## src/rtl/dmem_arbiter.sv

```systemverilog
// -----------------------------------------------------------------------------
// dmem_arbiter
//
// Two-port arbiter in front of a single-port word memory (combinational read,
// write on posedge). Port 0 is the CPU, port 1 the loader/debug port. Exactly
// one transaction is in flight at a time:
//   load / full-word store : GNT -> ACCESS -> RVALID            (2 cycles)
//   partial store          : GNT -> ACCESS -> MERGE_WR -> RVALID (3 cycles)
// A store with BE = 4'b0000 behaves like a load and never writes.
// RDATA returns the loaded word, or the pre-store word for stores.
//
// Optional feature macro: DMEM_ARB_RR_EN
//   undefined : fixed priority, port 0 beats port 1.
//   defined   : round-robin; on a tie the port not granted last wins. The
//               last-granted pointer resets to port 1 so port 0 wins first.
//
// Ports
//   clk, rst_n                 clock, asynchronous active-low reset
//   pN_req_i                   request, held until granted
//   pN_we_i                    1 = store, 0 = load
//   pN_a_i[31:0]               byte address (bits [1:0] ignored)
//   pN_wd_i[31:0]              store data
//   pN_be_i[3:0]               store byte enables
//   pN_gnt_o                   combinational one-cycle grant pulse
//   pN_rvalid_o                one-cycle completion pulse
//   pN_rdata_o[31:0]           read / pre-store word, valid with rvalid
//   mem_we_o                   memory write strobe
//   mem_a_o[31:0]              word-aligned memory address
//   mem_wd_o[31:0]             memory write data
//   mem_rd_i[31:0]             memory combinational read data
// -----------------------------------------------------------------------------
module dmem_arbiter (
  input  logic        clk,
  input  logic        rst_n,
  input  logic        p0_req_i,
  input  logic        p0_we_i,
  input  logic [31:0] p0_a_i,
  input  logic [31:0] p0_wd_i,
  input  logic [3:0]  p0_be_i,
  output logic        p0_gnt_o,
  output logic        p0_rvalid_o,
  output logic [31:0] p0_rdata_o,
  input  logic        p1_req_i,
  input  logic        p1_we_i,
  input  logic [31:0] p1_a_i,
  input  logic [31:0] p1_wd_i,
  input  logic [3:0]  p1_be_i,
  output logic        p1_gnt_o,
  output logic        p1_rvalid_o,
  output logic [31:0] p1_rdata_o,
  output logic        mem_we_o,
  output logic [31:0] mem_a_o,
  output logic [31:0] mem_wd_o,
  input  logic [31:0] mem_rd_i
);

  typedef enum logic [1:0] {
    IDLE     = 2'd0,
    ACCESS   = 2'd1,
    MERGE_WR = 2'd2
  } state_e;

  state_e      state_q;
  logic        we_q;
  logic [29:0] waddr_q;
  logic [31:0] wd_q;
  logic [3:0]  be_q;
  logic        id_q;      // owning port of the transaction in flight
  logic [31:0] cap_q;     // word captured during ACCESS
  logic [1:0]  rvalid_q;
  logic [31:0] rdata0_q;
  logic [31:0] rdata1_q;

  logic        any_req;
  logic        win_id;
  logic        partial;
  logic        finish;
  logic [31:0] fin_data;
  logic [31:0] merged;

  // Byte-address low bits are deliberately ignored.
  logic unused_addr_lsbs;
  assign unused_addr_lsbs = ^{p0_a_i[1:0], p1_a_i[1:0]};

  assign any_req = p0_req_i | p1_req_i;

`ifdef DMEM_ARB_RR_EN
  logic last_q;  // port granted most recently
  assign win_id = (p0_req_i & p1_req_i) ? ~last_q : ~p0_req_i;
`else
  assign win_id = ~p0_req_i;
`endif

  // Grants are masked by reset so nothing is accepted while rst_n is low.
  assign p0_gnt_o = rst_n && (state_q == IDLE) && any_req && !win_id;
  assign p1_gnt_o = rst_n && (state_q == IDLE) && any_req &&  win_id;

  // BE of 0000 or 1111 needs no read-modify-write.
  assign partial = we_q && (be_q != 4'b0000) && (be_q != 4'b1111);

  // Write strobe comes straight from state so an async reset kills it at once.
  assign mem_we_o = ((state_q == ACCESS) && we_q && (be_q == 4'b1111)) ||
                    (state_q == MERGE_WR);

  // NOTE: every always_comb output gets a default before any conditional
  // assignment; a path that leaves it unassigned would infer a latch.
  always_comb begin
    merged = cap_q;
    for (int k = 0; k < 4; k++) begin
      if (be_q[k]) merged[8*k +: 8] = wd_q[8*k +: 8];
    end
  end

  assign mem_a_o  = {waddr_q, 2'b00};
  assign mem_wd_o = (state_q == MERGE_WR) ? merged : wd_q;

  // Last memory cycle of the transaction; in ACCESS the capture register is
  // not loaded yet, so the word is taken straight from the memory.
  assign finish   = ((state_q == ACCESS) && !partial) || (state_q == MERGE_WR);
  assign fin_data = (state_q == MERGE_WR) ? cap_q : mem_rd_i;

  assign p0_rvalid_o = rvalid_q[0];
  assign p1_rvalid_o = rvalid_q[1];
  assign p0_rdata_o  = rdata0_q;
  assign p1_rdata_o  = rdata1_q;

  // NOTE: sequential state uses non-blocking assignments only, so every
  // register samples pre-edge values regardless of statement order.
  always_ff @(posedge clk or negedge rst_n) begin
    if (!rst_n) begin
      state_q  <= IDLE;
      we_q     <= 1'b0;
      waddr_q  <= '0;
      wd_q     <= '0;
      be_q     <= '0;
      id_q     <= 1'b0;
      cap_q    <= '0;
      rvalid_q <= '0;
      rdata0_q <= '0;
      rdata1_q <= '0;
`ifdef DMEM_ARB_RR_EN
      last_q   <= 1'b1;
`endif
    end else begin
      rvalid_q <= '0;
      if (finish) begin
        rvalid_q[id_q] <= 1'b1;
        if (id_q) rdata1_q <= fin_data;
        else      rdata0_q <= fin_data;
      end
      case (state_q)
        IDLE: begin
          if (any_req) begin
            id_q    <= win_id;
            we_q    <= win_id ? p1_we_i       : p0_we_i;
            waddr_q <= win_id ? p1_a_i[31:2]  : p0_a_i[31:2];
            wd_q    <= win_id ? p1_wd_i       : p0_wd_i;
            be_q    <= win_id ? p1_be_i       : p0_be_i;
`ifdef DMEM_ARB_RR_EN
            last_q  <= win_id;
`endif
            state_q <= ACCESS;
          end
        end
        ACCESS: begin
          cap_q   <= mem_rd_i;
          state_q <= partial ? MERGE_WR : IDLE;
        end
        MERGE_WR: state_q <= IDLE;
        default:  state_q <= IDLE;
      endcase
    end
  end

endmodule

```

## config.mk

```make
export PLATFORM = sky130hd
export DESIGN_NAME = dmem_arbiter
export DESIGN_NICKNAME = d
export VERILOG_FILES = /design/src/rtl/dmem_arbiter.sv
export SDC_FILE = /design/constraint.sdc
export NUM_CORES = 1
export LEC_CHECK = 0
export ABC_AREA = 1
export CORE_ASPECT_RATIO = 0.5
export CORE_UTILIZATION = 37
export DETAILED_ROUTE_END_ITERATION = 8
export GPL_TIMING_DRIVEN = 0
export PLACE_DENSITY = 0.72
export SLEW_MARGIN = 0
export SYNTH_ARGS = -nofsm -noshare
export SYNTH_HDL_FRONTEND = slang
export SYNTH_SLANG_ARGS = --single-unit
```

## constraint.sdc

```tcl
create_clock -name clk -period 1.41 [get_ports clk]
set_clock_uncertainty 0.15 [all_clocks]
set_input_delay 0.282 -clock clk [delete_from_list [all_inputs] [get_ports clk]]
set_output_delay 0.282 -clock clk [all_outputs]
set_load 0.005 [all_outputs]
```

==> impl_results.md <==
* Via count at 8250
* Initial antenna violation count at 1
* CP max FO at 5
* Clock Sinks at 168
* Multi-input gate area at 0.00348 mm²
* Initial Util at 0.383
* Final GP Congestion at 0.862
* CTS H-tree lvls at 4
* Highest Clock Rate at 457 MHz
* Number of remaining DRC errors at 0
* Minimum clock period at 2190 ps
* CTS tree: built
* Top Family by Delay on Critical Path: buffers and inverters
* First-pass GRT wire length at 42200 µm
* Rel. slew slack at 0.642
* Crit Path Class: reg -> out
* Layout cells sized above 1 at 0.304
* Ys async rst share at 1.00
* Worst path slowest cell: dfrtp_1
* IO buf count at 299
* WL per Instance at 17.5 µm
* Number of cells on the critical path at 7
* CP endpoint kind: output port
* Worst-path clk slew at 70 ps
* Commonest non-fill, non-tap cell in the layout: nand2_1
* Post-Route WL at 29200 µm
* Hold Crit Class: in -> async
* Core Box Area at 0.0209 mm²
* Yosys top cell area share at 0.526
* Fill cells at 1755
* Yosys reg bits at 168
* DIE HEIGHT at 106 µm
* TritonCTS buffer count at 17
* P_leak at 0.00631 µW
* Yosys warns at 0
* GRT Util Overall at 0.246
* Power per cell area at 2220 mW/mm²
* R2R cell count at 10
* Top-level I/O count at 307
* RSZ-0062 raised after global routing: true
* Worst slack, placed at -1200 ps
* Final cell count without fillers at 1668
* GR Util met3 at 0.0378
* Setup_tns at -72410 ps
* FF-to-FF Start: state_q[1]
* Hold Vio Cnt, Final at 123
* Largest stage delay, worst path at 400 ps
* Violated checks: hold timing, setup timing
* GR Overflow Total at 0
* Avg Cell Area, Syn at 8.31 µm²
* Max cap viols at 0
* Die area at 0.0222 mm²
* Peak VDD IR at 1.10 mV
* DIE WIDTH at 210 µm
* Post-synth EDFFs at 0
* Via/cell ratio at 4.95
* Top FF cell, synth: dfrtp_1
* Critical Path, Cell by Cell: inv_2 -> nand2_4 -> or2_1 -> buf_6 -> buf_12 -> o21ai_2 -> buf_2
* Dominant cells by area after synthesis: dfrtp_1 53%, nand2_1 17%, a31oi_1 5.2%
* Worst setup SP type: flip-flop
* Final period util at 1.55
* Cell taking the most area after synthesis: dfrtp_1
* Storage element area at 0.00421 mm²
* Max-slew violations at 0
* Cell Area, Synth at 0.00799 mm²
* Commonest cells after routing, fill and taps aside: 338 x nand2_1, 167 x dfrtp_1, 167 x clkdlybuf4s50_1, 75 x clkbuf_2, 69 x nor2_1
* Final setup fails at 204
* Post-route antenna net violation count at 0
* FF-to-FF setup slack at -460 ps
* DRT iter0 DRCs at 549
* Outcome: finished, violations left
* Vias in the first global route at 7680
* Slew at the pin closest to its max-slew limit at 536 ps
* Synth Instances at 962
* Area Growth Syn to Fin at 62.5%
* Worst endpoint data arrival time at 1760 ps
* TritonRoute pass-1 iters at 5
* Worst r2r dst: p1_rdata_o[29]
* Met2 usage at 0.409
* Clock Latency Late Sink at 440 ps
* Nets at 1537
* Distinct cells, synth at 25
* Clock tree buffer depth at 2
* Post-synthesis sequential area ratio at 0.526
* Antenna diodes at 0
* Critical Path RT at 980 ps
* Final hold slack at -405 ps
* Post-route setup slack at -777 ps
* GR peak layer: met2
* Largest net degree at the start of global routing at 82
* DP Wirelength at 20100 µm
* Placed insts at 1555
* Root buf cell: clkbuf_16
* Number of buffers and inverters on the critical path at 4
* Row cnt at 37
* Met1 Use GR at 0.331
how the worst max path moves through the flow:
| stage | from | end | slack [ps] |
|---|---|---|---|
| 2_1_floorplan | state_q[0] | mem_wd_o[0] | -160 |
| 6_report | state_q[0] | mem_wd_o[2] | -780 |
| 3_5_place_dp | rst_n | p0_gnt_o | -1200 |
| 5_1_grt | state_q[1] | mem_we_o | -850 |
| 4_1_cts | state_q[0] | p1_gnt_o | -780 |
| 3_3_place_gp | rst_n | waddr_q[27] | -7030 |
stage by stage:
stage                     cell area (µm²)  power (µW)   util
final                               13000       28800  0.622
after global routing                13000       30600  0.622
after CTS                           12200       26200  0.583
after detailed placement            11400       21200  0.546
after global placement              11400       20900  0.544
after floorplan                      8010       14600      -
where the power goes:
| group | leakage (µW) | internal (µW) | switching, µW |
|---|---|---|---|
| combinational | 0.00402 | 7530 | 7690 |
| sequential | 0.00200 | 7220 | 1490 |
| clock | 0.000293 | 2690 | 2220 |
cell usage after synthesis (2+ instances only):
cell,n
or2_1,4
o21ai_1,29
inv_1,36
nand2_4,2
nand2_2,11
buf_4,6
buf_6,15
a31oi_1,67
clkbuf_1,15
nand2_1,356
o21ai_0,35
nor2_1,71
inv_2,4
buf_2,32
buf_12,4
o21ai_2,35
nand3_1,64
buf_1,2
dfrtp_1,168
layout make-up:
class / instances / share of cell area
flip-flops and latches: 168 / 0.324
multi-input cells: 681 / 0.268
repair buffers: 381 / 0.264
plain buffers: 73 / 0.0579
clock buffers: 17 / 0.0328
well taps: 292 / 0.0281
clock inverters: 15 / 0.0137
inverters: 41 / 0.0119
flip-flops by register name, indices dropped and copies added (netlist names):
name        cells
state_q         2
cap_q          32
waddr_q        30
p0_rdata_o     32
rvalid_q        2
be_q            4
wd_q           32
id_q            1
we_q            1
p1_rdata_o     32
cell families after synthesis:
family / synth area share
flip-flops: 0.526
AO/OA/AOI/OAI: 0.131
AND/OR/NAND/NOR: 0.259
other: 0.000469
buffers and inverters: 0.0841
layer usage:
layer	wire length [µm]	up-vias
met5	0	-
met4	533	0
met3	1420	34
met2	14600	252
met1	12700	4034
li1	-	3930
timing repair:
item                                    4_1_cts  5_1_grt
gates resized for setup                     320      272
gates cloned                                  4       19
pin swaps                                     7       58
buffers inserted                             15       45
endpoints found under the setup margin      296      298
endpoints found under the hold margin        79       79
Note: power is estimated with default switching activity, not from simulation.
